File: config.mk
export PLATFORM = sky130hd
export DESIGN_NAME = text_banner
export DESIGN_NICKNAME = d
export VERILOG_FILES = /design/src/rtl/text_banner.sv
export SDC_FILE = /design/constraint.sdc
export NUM_CORES = 1
export LEC_CHECK = 0
export BUFFER_PORTS_ARGS = -buffer_cell sky130_fd_sc_hd__buf_2
export CORE_MARGIN = 4
export CORE_UTILIZATION = 50
export CTS_BUF_LIST = sky130_fd_sc_hd__clkbuf_4
export DETAILED_ROUTE_END_ITERATION = 12
export MAX_ROUTING_LAYER = met4
export PLACE_DENSITY_LB_ADDON = 0.3
export SLEW_MARGIN = 10
export SYNTH_ARGS = -nofsm -noshare
export SYNTH_HDL_FRONTEND = slang
export SYNTH_SLANG_ARGS = --single-unit
File: constraint.sdc
create_clock -name clk -period 2.6 [get_ports clk]
set_input_delay 0.13 -clock clk [delete_from_list [all_inputs] [get_ports clk]]
set_output_delay 0.13 -clock clk [all_outputs]
set_load 0.02 [all_outputs]
File: src/rtl/text_banner.sv
// text_banner: on-screen text overlay for race messages (FINISH, GO!, PAUSED,
// LAP n). Places the latched message at (X0,Y0), magnified by 2^SCALE_LOG2,
// drives an external synchronous 8x16 font ROM and returns a text pixel flag
// aligned 3 clocks after pix_x/pix_y. Optional per-character reveal and blink.
//
// Ports:
//   clk        pixel clock
//   rst_n      asynchronous active-low reset
//   frame_tick one-cycle pulse per frame (vsync start)
//   enable     banner requested (level)
//   msg_sel    0=FINISH 1=GO! 2=PAUSED 3=LAP n
//   lap_num    digit shown for LAP n (>9 shows '?')
//   reveal_en  reveal one character at a time
//   blink_en   blink once fully shown
//   pix_x/y    current pixel column/row
//   rom_addr   {char[6:0], row[3:0]} to font ROM, registered
//   rom_data   font ROM row, valid one cycle after rom_addr
//   text_on    banner pixel lit, registered
//   active     FSM not idle
module text_banner #(
  parameter int X0            = 128,
  parameter int Y0            = 128,
  parameter int SCALE_LOG2    = 3,
  parameter int REVEAL_FRAMES = 8,
  parameter int BLINK_FRAMES  = 30
) (
  input  logic        clk,
  input  logic        rst_n,
  input  logic        frame_tick,
  input  logic        enable,
  input  logic [1:0]  msg_sel,
  input  logic [3:0]  lap_num,
  input  logic        reveal_en,
  input  logic        blink_en,
  input  logic [9:0]  pix_x,
  input  logic [9:0]  pix_y,
  output logic [10:0] rom_addr,
  input  logic [7:0]  rom_data,
  output logic        text_on,
  output logic        active
);

  localparam int MAXF = (REVEAL_FRAMES > BLINK_FRAMES) ? REVEAL_FRAMES : BLINK_FRAMES;
  localparam int FW   = (MAXF > 1) ? $clog2(MAXF) : 1;

  localparam logic [FW-1:0] REVEAL_LAST = FW'(REVEAL_FRAMES - 1);
  localparam logic [FW-1:0] BLINK_LAST  = FW'(BLINK_FRAMES - 1);

  // Geometry is compared in 12 bits so the box edge never wraps in 10 bits.
  localparam logic [11:0] X0_W   = 12'(X0);
  localparam logic [11:0] Y0_W   = 12'(Y0);
  localparam logic [11:0] Y_SPAN = 12'(16 << SCALE_LOG2);
  localparam logic [9:0]  X0_10  = 10'(X0);
  localparam logic [9:0]  Y0_10  = 10'(Y0);

  typedef enum logic [1:0] {
    IDLE   = 2'd0,
    REVEAL = 2'd1,
    SHOW   = 2'd2
  } state_t;

  state_t        state, state_n;
  logic [FW-1:0] frame_cnt, frame_n;
  logic [2:0]    reveal_cnt, reveal_n;
  logic          vis, vis_n;
  logic [1:0]    msg_q, msg_n;
  logic [3:0]    lap_q, lap_n;
  logic          en_q;
  logic          rise;

  function automatic logic [2:0] msg_len(input logic [1:0] m);
    case (m)
      2'd0:    msg_len = 3'd6;
      2'd1:    msg_len = 3'd3;
      2'd2:    msg_len = 3'd6;
      default: msg_len = 3'd5;
    endcase
  endfunction

  function automatic logic [6:0] msg_char(input logic [1:0] m, input logic [2:0] idx,
                                          input logic [3:0] lap);
    logic [6:0] c;
    c = 7'h00;
    case (m)
      2'd0: case (idx)
        3'd0: c = 7'h46;
        3'd1: c = 7'h49;
        3'd2: c = 7'h4E;
        3'd3: c = 7'h49;
        3'd4: c = 7'h53;
        3'd5: c = 7'h48;
        default: c = 7'h00;
      endcase
      2'd1: case (idx)
        3'd0: c = 7'h47;
        3'd1: c = 7'h4F;
        3'd2: c = 7'h21;
        default: c = 7'h00;
      endcase
      2'd2: case (idx)
        3'd0: c = 7'h50;
        3'd1: c = 7'h41;
        3'd2: c = 7'h55;
        3'd3: c = 7'h53;
        3'd4: c = 7'h45;
        3'd5: c = 7'h44;
        default: c = 7'h00;
      endcase
      default: case (idx)
        3'd0: c = 7'h4C;
        3'd1: c = 7'h41;
        3'd2: c = 7'h50;
        3'd3: c = 7'h20;
        3'd4: c = (lap <= 4'd9) ? (7'h30 + {3'b000, lap}) : 7'h3F;
        default: c = 7'h00;
      endcase
    endcase
    return c;
  endfunction

  assign rise   = enable & ~en_q;
  assign active = (state != IDLE);

  // ---------------- control FSM ----------------
  always_ff @(posedge clk or negedge rst_n) begin
    if (!rst_n) begin
      state      <= IDLE;
      frame_cnt  <= '0;
      reveal_cnt <= '0;
      vis        <= 1'b1;
      msg_q      <= '0;
      lap_q      <= '0;
      en_q       <= 1'b0;
    end else begin
      state      <= state_n;
      frame_cnt  <= frame_n;
      reveal_cnt <= reveal_n;
      vis        <= vis_n;
      msg_q      <= msg_n;
      lap_q      <= lap_n;
      en_q       <= enable;
    end
  end

  always_comb begin
    state_n  = state;
    frame_n  = frame_cnt;
    reveal_n = reveal_cnt;
    vis_n    = vis;
    msg_n    = msg_q;
    lap_n    = lap_q;
    if (!enable) begin
      state_n  = IDLE;
      frame_n  = '0;
      reveal_n = '0;
      vis_n    = 1'b1;
    end else begin
      case (state)
        IDLE: begin
          // A frame_tick coinciding with the rise is deliberately not counted.
          if (rise) begin
            msg_n   = msg_sel;
            lap_n   = lap_num;
            frame_n = '0;
            vis_n   = 1'b1;
            if (reveal_en) begin
              state_n  = REVEAL;
              reveal_n = 3'd1;
            end else begin
              state_n  = SHOW;
              reveal_n = msg_len(msg_sel);
            end
          end
        end
        REVEAL: begin
          if (reveal_cnt >= msg_len(msg_q)) begin
            state_n = SHOW;
            frame_n = '0;
            vis_n   = 1'b1;
          end else if (frame_tick) begin
            if (frame_cnt == REVEAL_LAST) begin
              frame_n  = '0;
              reveal_n = reveal_cnt + 3'd1;
              if (reveal_cnt + 3'd1 == msg_len(msg_q)) begin
                state_n = SHOW;
                vis_n   = 1'b1;
              end
            end else begin
              frame_n = frame_cnt + 1'b1;
            end
          end
        end
        SHOW: begin
          if (!blink_en) begin
            vis_n   = 1'b1;
            frame_n = '0;
          end else if (frame_tick) begin
            if (frame_cnt == BLINK_LAST) begin
              frame_n = '0;
              vis_n   = ~vis;
            end else begin
              frame_n = frame_cnt + 1'b1;
            end
          end
        end
        default: begin
          state_n = IDLE;
        end
      endcase
    end
  end

  // ---------------- geometry ----------------
  logic [11:0] px_w, py_w, x_span;
  logic        in_box;
  logic [9:0]  dx, dy, char_full, col_full, row_full;
  logic [2:0]  char_idx, col;
  logic [3:0]  row;
  logic        lit;
  logic        unused_geom;

  always_comb begin
    px_w      = {2'b00, pix_x};
    py_w      = {2'b00, pix_y};
    x_span    = {9'd0, msg_len(msg_q)} << (SCALE_LOG2 + 3);
    in_box    = (px_w >= X0_W) && (px_w < X0_W + x_span) &&
                (py_w >= Y0_W) && (py_w < Y0_W + Y_SPAN);
    dx        = pix_x - X0_10;
    dy        = pix_y - Y0_10;
    char_full = dx >> (SCALE_LOG2 + 3);
    col_full  = dx >> SCALE_LOG2;
    row_full  = dy >> SCALE_LOG2;
    char_idx  = char_full[2:0];
    col       = col_full[2:0];
    row       = row_full[3:0];
    lit       = in_box & active & vis & (char_full < {7'd0, reveal_cnt});
  end

  assign unused_geom = ^{col_full[9:3], row_full[9:4]};

  // ---------------- pixel pipeline ----------------
  logic [2:0] col_q, col_d;
  logic       lit_q, lit_d;

  always_ff @(posedge clk or negedge rst_n) begin
    if (!rst_n) begin
      rom_addr <= '0;
      col_q    <= '0;
      lit_q    <= 1'b0;
      col_d    <= '0;
      lit_d    <= 1'b0;
      text_on  <= 1'b0;
    end else begin
      rom_addr <= lit ? {msg_char(msg_q, char_idx, lap_q), row} : {7'h00, row};
      col_q    <= col;
      lit_q    <= lit;
      col_d    <= col_q;
      lit_d    <= lit_q;
      text_on  <= lit_d & rom_data[3'd7 - col_d];
    end
  end

endmodule

## After elaboration in Yosys (flattened, before gate mapping)

Cells that the tools add are included.

| cells by class | value |
|---|---|
| reduce and logical (&&, ||, !) cells | 16 |
| bitwise logic cells | 7 |
| magnitude comparators | 8 |
| mux-type cells | 52 |
| equality and inequality tests | 26 |
| add/sub/neg operators | 7 |

Operators by type and width:

| kind | count |
|---|---|
| 7-bit one-hot mux with 5 select lines | 2 |
| 7-bit one-hot mux with 3 select lines | 2 |
| 7-bit one-hot mux with 6 select lines | 1 |
| 5-bit two-way mux | 8 |
| 3-bit two-way mux | 13 |
| 10-bit by 8-bit greater-or-equal comparator with 1-bit output (second input constant) | 2 |
| 4-bit != test (second input constant) | 5 |
| 3-bit one-hot mux with 2 select lines | 3 |
| 5-bit one-hot mux with 3 select lines | 1 |
| 2-bit two-way mux | 7 |
| 3-bit != test (second input constant) | 4 |
| 11-bit two-way mux | 1 |
| 8-bit by 9-bit adder with 10-bit output (first input constant) | 1 |
| 10-bit < comparator | 1 |
| 10-bit by 9-bit < comparator with 1-bit output (second input constant) | 1 |
| 1-bit two-way mux | 10 |
| 5-bit AND reduction | 2 |
| 10-bit by 8-bit subtractor with 10-bit output (second input constant) | 1 |
| 6-bit by 4-bit adder with 7-bit output (first input constant) | 1 |
| 7-bit two-way mux | 1 |
| 7-bit AND reduction | 1 |
| 7-bit by 1-bit subtractor with 7-bit output (second input constant) | 1 |
| 2-bit by 1-bit equality test with 1-bit output (second input constant) | 3 |
| 2-bit equality test (second input constant) | 3 |
| 28 further kinds | 41 |

| storage, ports and cells | value |
|---|---|
| bits in registers | 38 |
| logic and storage cells | 129 |
| output and inout port bits | 13 |

## Longest topological paths before layout

| depth | value |
|---|---|
| depth after elaboration | 16 |
| gate-level depth with buffers | 10 |
| mapped depth without buffers | 9 |

## Worst setup path before layout

No wires, ideal clock.

| timing | value |
|---|---|
| kind | register to register |
| from | register msg_q[1] |
| to | register reveal_cnt[0] |
| data arrival time | 2.283 ns |
| setup time | 0.101 ns |
| buffers on the path | 1 |
| stages on the path, launching flop included | 8 |
| data required time | 2.499 ns |
| path slack | 0.216 ns |
| cells stage by stage | dfrtp_1 -> clkbuf_1 -> nor2b_1 -> ha_1 -> and3_1 -> or4_1 -> o22a_1 -> o32ai_1 |

| between the ends | value |
|---|---|
| longest elaborated chain between the ends | 8 |
| elaborated cells between the ends (all ways) | 10 |

Ends and longest elaborated chain:

| what | line | RTL |
|---|---|---|
| from (decl) | 66 | `logic [1:0] msg_q, msg_n;` |
| from (signal assigned) | 139 | `msg_q <= msg_n;` |
| 2-bit equality test or 2-bit zero test (tied branches) | 72 | `case (m)` |
| 2-bit OR reduction (no source line) | n/a |  |
| 3-bit one-hot mux with 2 select lines (*) | 72 |  |
| 3-bit two-way mux (*) | 158 | `case (state)` |
| 3-bit two-way mux (*) | 152 | `if (!enable) begin` |
| 3-bit greater-or-equal comparator (*) | 176 | `if (reveal_cnt >= msg_len(msg_q)) begin` |
| 3-bit != test (no source line) (*) | n/a |  |
| 5-bit AND reduction (no source line) (*) | n/a |  |
| to (signal assigned) | 137 | `reveal_cnt <= reveal_n;` |
| to (decl) | 64 | `logic [2:0] reveal_cnt, reveal_n;` |

Mark *: on every way between the ends. The rest lies on a longest branch, timed or not. The select of a mux whose other input is x is not followed.
A chain may end at the register's enable or synchronous reset.

## Worst setup path after layout

| timing | value |
|---|---|
| from | register reveal_cnt[0] |
| to | register state[1] |

| between the ends | value |
|---|---|
| longest elaborated chain between the ends | 4 |
| elaborated cells between the ends (all ways) | 10 |

Ends and longest elaborated chain:

| what | line | RTL |
|---|---|---|
| 3-bit by 1-bit adder with 3-bit output or 3-bit greater-or-equal comparator (tied branches) | 184, 176 |  |
| 3-bit equality test or 2-bit two-way mux (tied branches) | 184, 176 |  |
| 4-bit != test (no source line) or 2-bit one-hot mux with 3 select lines (tied branches) | n/a |  |
| 5-bit AND reduction (no source line) or 2-bit two-way mux (tied branches) | n/a |  |
| to (signal assigned) | 135 | `state <= state_n;` |
| to (decl) | 62 | `state_t state, state_n;` |

Parallel ways exist; a longest one is shown, timed or not.

==> results.py <==
metrics = {
    "status": {
        "outcome": "finished, final reports clean",
    },
    "final_layout": {
        "antenna_cells": 0,
        "regArea_sq_um": 952.2,
        "layout-area-overhead-vs-synth_pct": 22.70,
        "nFillCells": 374,
        "nets": 347,
        "fin_area_sq_mm": 0.002793,
        "drive_gt1_frac": 0.2653,
        "multi_input_comb_area_sq_mm": 0.001196,
        "stdcell_count": 346,
    },
    "sta": {
        "maxSlewViolCount": 0,
        "skew_ns": 0.01038,
        "setup_viol": 0,
        "finalHoldViolCount": 0,
        "period_share": 0.9237,
        "fmax_mhz": 416.4,
        "tightest_slew_ns": 0.8313,
        "final.setup.tns_ns": 0,
        "max-slew-margin-rel": 0.4458,
        "layout_setup_ws_ns": 0.1983,
        "rsz0062_at_grt": "no",
        "period_needed_ns": 2.402,
    },
    "worst_hold_path": {
        "hold_path_end": "msg_q[0]",
        "hp-start": "msg_sel[0]",
        "hp-class": "primary input to flop",
        "whs_path_depth": 2,
    },
    "synthesis": {
        "syn_area_sq_mm": 0.002276,
        "synth-edff-count": 0,
        "synthTopCellsByArea": "dfrtp_1, ha_1, inv_1",
        "synth_top_area_share": 0.4068,
        "ys_async_sr_fraction": 1.000,
        "ys.flop_type": "dfrtp_1",
        "synth_top_area_cell": "dfrtp_1",
        "synth-seq-area-share": 0.4184,
        "ys_seq_elements": 38,
        "yosysWarnings": 0,
        "synth_nets": 286,
        "synth_common_cells": "dfrtp_1, inv_1, nand2_1",
        "synth_area_per_cell_sq_um": 9.810,
        "syn_inst": 232,
        "ys_types": 60,
        "yosysMostFrequentCell": "dfrtp_1",
    },
    "routing": {
        "post_drt_wl_per_cell_microns": 14.32,
        "ant_nets": 0,
        "drt-initial-drc-count": 121,
        "via_per_inst": 5.746,
        "wl_microns": 4956,
        "drtPass1Iterations": 4,
        "drcViolationCount": 0,
        "vias": 1988,
    },
    "floorplanning": {
        "io_pins": 53,
        "die_h_microns": 75.47,
        "fp.coreArea_sq_mm": 0.004384,
        "die_area_sq_mm": 0.005695,
        "rows": 24,
        "initial_utilization": 0.5191,
        "dieWidth_microns": 75.47,
    },
    "global_route": {
        "grt_overflow_total": 0,
        "grt_max_degree": 39,
        "grt_use_total": 0.1917,
        "grt_pass1_wl_microns": 8121,
        "antenna_found_initial": 0,
        "first_global_vias": 1832,
    },
    "worst_setup_path": {
        "end_kind": "flop",
        "path_delay_family": "simple AND/OR/NAND/NOR gates",
        "crit_slowest_cell": "or4_4",
        "crit_type": "flop to flop",
        "cp.buffers_inverters": 1,
        "slowest_delay_ns": 0.53,
        "critical_path.cell_chain": "inv_1 -> ha_1 -> nand2b_1 -> maj3_2 -> and2_4 -> or4_4 -> a32o_1",
        "critPathLaunchType": "flop",
        "cp_max_fo": 4,
        "rr_startpoint": "reveal_cnt[0]",
        "r2r_cells": 7,
        "r2r-end": "state[1]",
        "cp.required_ns": 2.86,
        "r2r_setup_slack_ns": 0.20,
        "worst_ep_arrival_time_ns": 2.67,
    },
    "cts": {
        "insertion_delay_ns": 0.36,
        "numClockSinks": 38,
        "cts_tree": "yes",
        "cts_max_level": 2,
        "path_clk_slew_ns": 0.12,
        "cts-root-buf": "clkbuf_4",
        "clockBufferDepth": 2,
        "numCtsBuffers": 5,
    },
    "power": {
        "p_per_area_mw_per_mm2": 686.1,
        "p_total_mw": 1.916,
        "vdd_drop_max_mv": 0.4317,
        "p_leak_nw": 1.289,
    },
    "placement": {
        "place_ws_ns": 0.2344,
        "dp_cells": 325,
        "placed_area_sq_mm": 0.002556,
        "hpwlAfterDp_microns": 3614,
        "place_congestion": 0.8879,
        "io_buffer_count": 46,
    },
    "flow_run": {
        "drv_cap": 0,
    },
}
==> final cells by class <==
| type | count | share of cell area |
|---|---|---|
| multi-input combinational | 164 | 0.4283 |
| sequential | 38 | 0.3409 |
| timing repair buffer | 64 | 0.1425 |
| inverter | 20 | 0.02688 |
| clock inverter | 3 | 0.02464 |
| tap | 52 | 0.02330 |
| clock buffer | 5 | 0.01344 |
==> worst reg2reg max path: cells and delay by family (launching register included) <==
family / cells / cell delay [ns]
and+or+nand+nor: 3 / 0.88
adders and majority gates: 2 / 0.66
DFF: 1 / 0.43
AOI/OAI and AO/OA: 1 / 0.26
buffers and inverters: 1 / 0.08
==> sequential cells by signal (all words and copies together), names as in the netlist, 2 cells and up <==
register    flops
state           2
reveal_cnt      3
lap_q           4
col_q           3
msg_q           2
frame_cnt       5
col_d           3
rom_addr       11
==> cells in the final DEF (no fill, tap or decap), drive strengths merged, types with 3 or more instances in the layout <==
cell type,n
buf,51
dfrtp,37
inv,20
nand2,19
nor2,15
ha,14
dlygate4sd3,13
a21oi,12
o21ai,10
nor3,6
nor2b,5
nand2b,5
nand3,5
a211oi,5
mux2,5
clkbuf,5
and2,5
a32oi,4
a31oi,3
or3,3
o41ai,3
==> layer usage <==
| metal | vias up | share of wire | track usage | wire length, microns |
|---|---|---|---|---|
| met2 | 52 | 0.46 | 0.2963 | 2283 |
| met3 | 7 | 0.066 | 0.03958 | 327 |
| li1 | 978 | - | - | - |
| met1 | 951 | 0.46 | 0.2490 | 2279 |
| met4 | 0 | 0.013 | 0.06990 | 66 |
| met5 | - | 0 | - | 0 |
==> what timing repair did <==
action                                  in CTS  in global routing
buffers inserted                             0                  0
hold buffers                                13                  0
endpoints found under the hold margin       49                  0
endpoints found under the setup margin       0                  0
resized for setup                            0                  0
==> power by group <==
| part | leakage, nW | internal (mW) | total (mW) | switching, mW |
|---|---|---|---|---|
| clock network | 0.0554 | 0.301 | 0.510 | 0.209 |
| logic | 0.748 | 0.312 | 0.698 | 0.386 |
| registers | 0.486 | 0.653 | 0.708 | 0.0553 |
==> logic make-up (layout without fill, tap and decap cells) <==
kind of cell	count (synthesis)	count (layout)	share of synthesized area
fa+ha+maj	15	15	0.08191
simple gates	71	71	0.1622
flops	38	38	0.4184
buf+inv	30	92	0.05607
mux	9	9	0.05332
compound gates	67	67	0.2205
xor+xnor	2	2	0.007698
==> stage by stage <==
step                        util  hold WS, ns
after floorplan                -      -0.1656
after global placement    0.5830       0.2387
after detailed placement  0.5830       0.2398
after CTS                 0.6370      0.04041
after global routing      0.6370      0.04281
final                     0.6370      0.04675
==> worst max path at each step <==
stage / startpoint / to / slack (ns) / cells past startpoint
3_3_place_gp: reveal_cnt[0] / state[1] / 0.27 / 7
2_1_floorplan: msg_q[1] / reveal_cnt[0] / 0.22 / 7
4_1_cts: reveal_cnt[0] / state[1] / 0.21 / 7
3_5_place_dp: reveal_cnt[0] / state[1] / 0.23 / 7
6_report: reveal_cnt[0] / state[1] / 0.20 / 7
5_1_grt: reveal_cnt[0] / state[1] / 0.12 / 7
No activity file was read; power rests on OpenSTA's default activity.
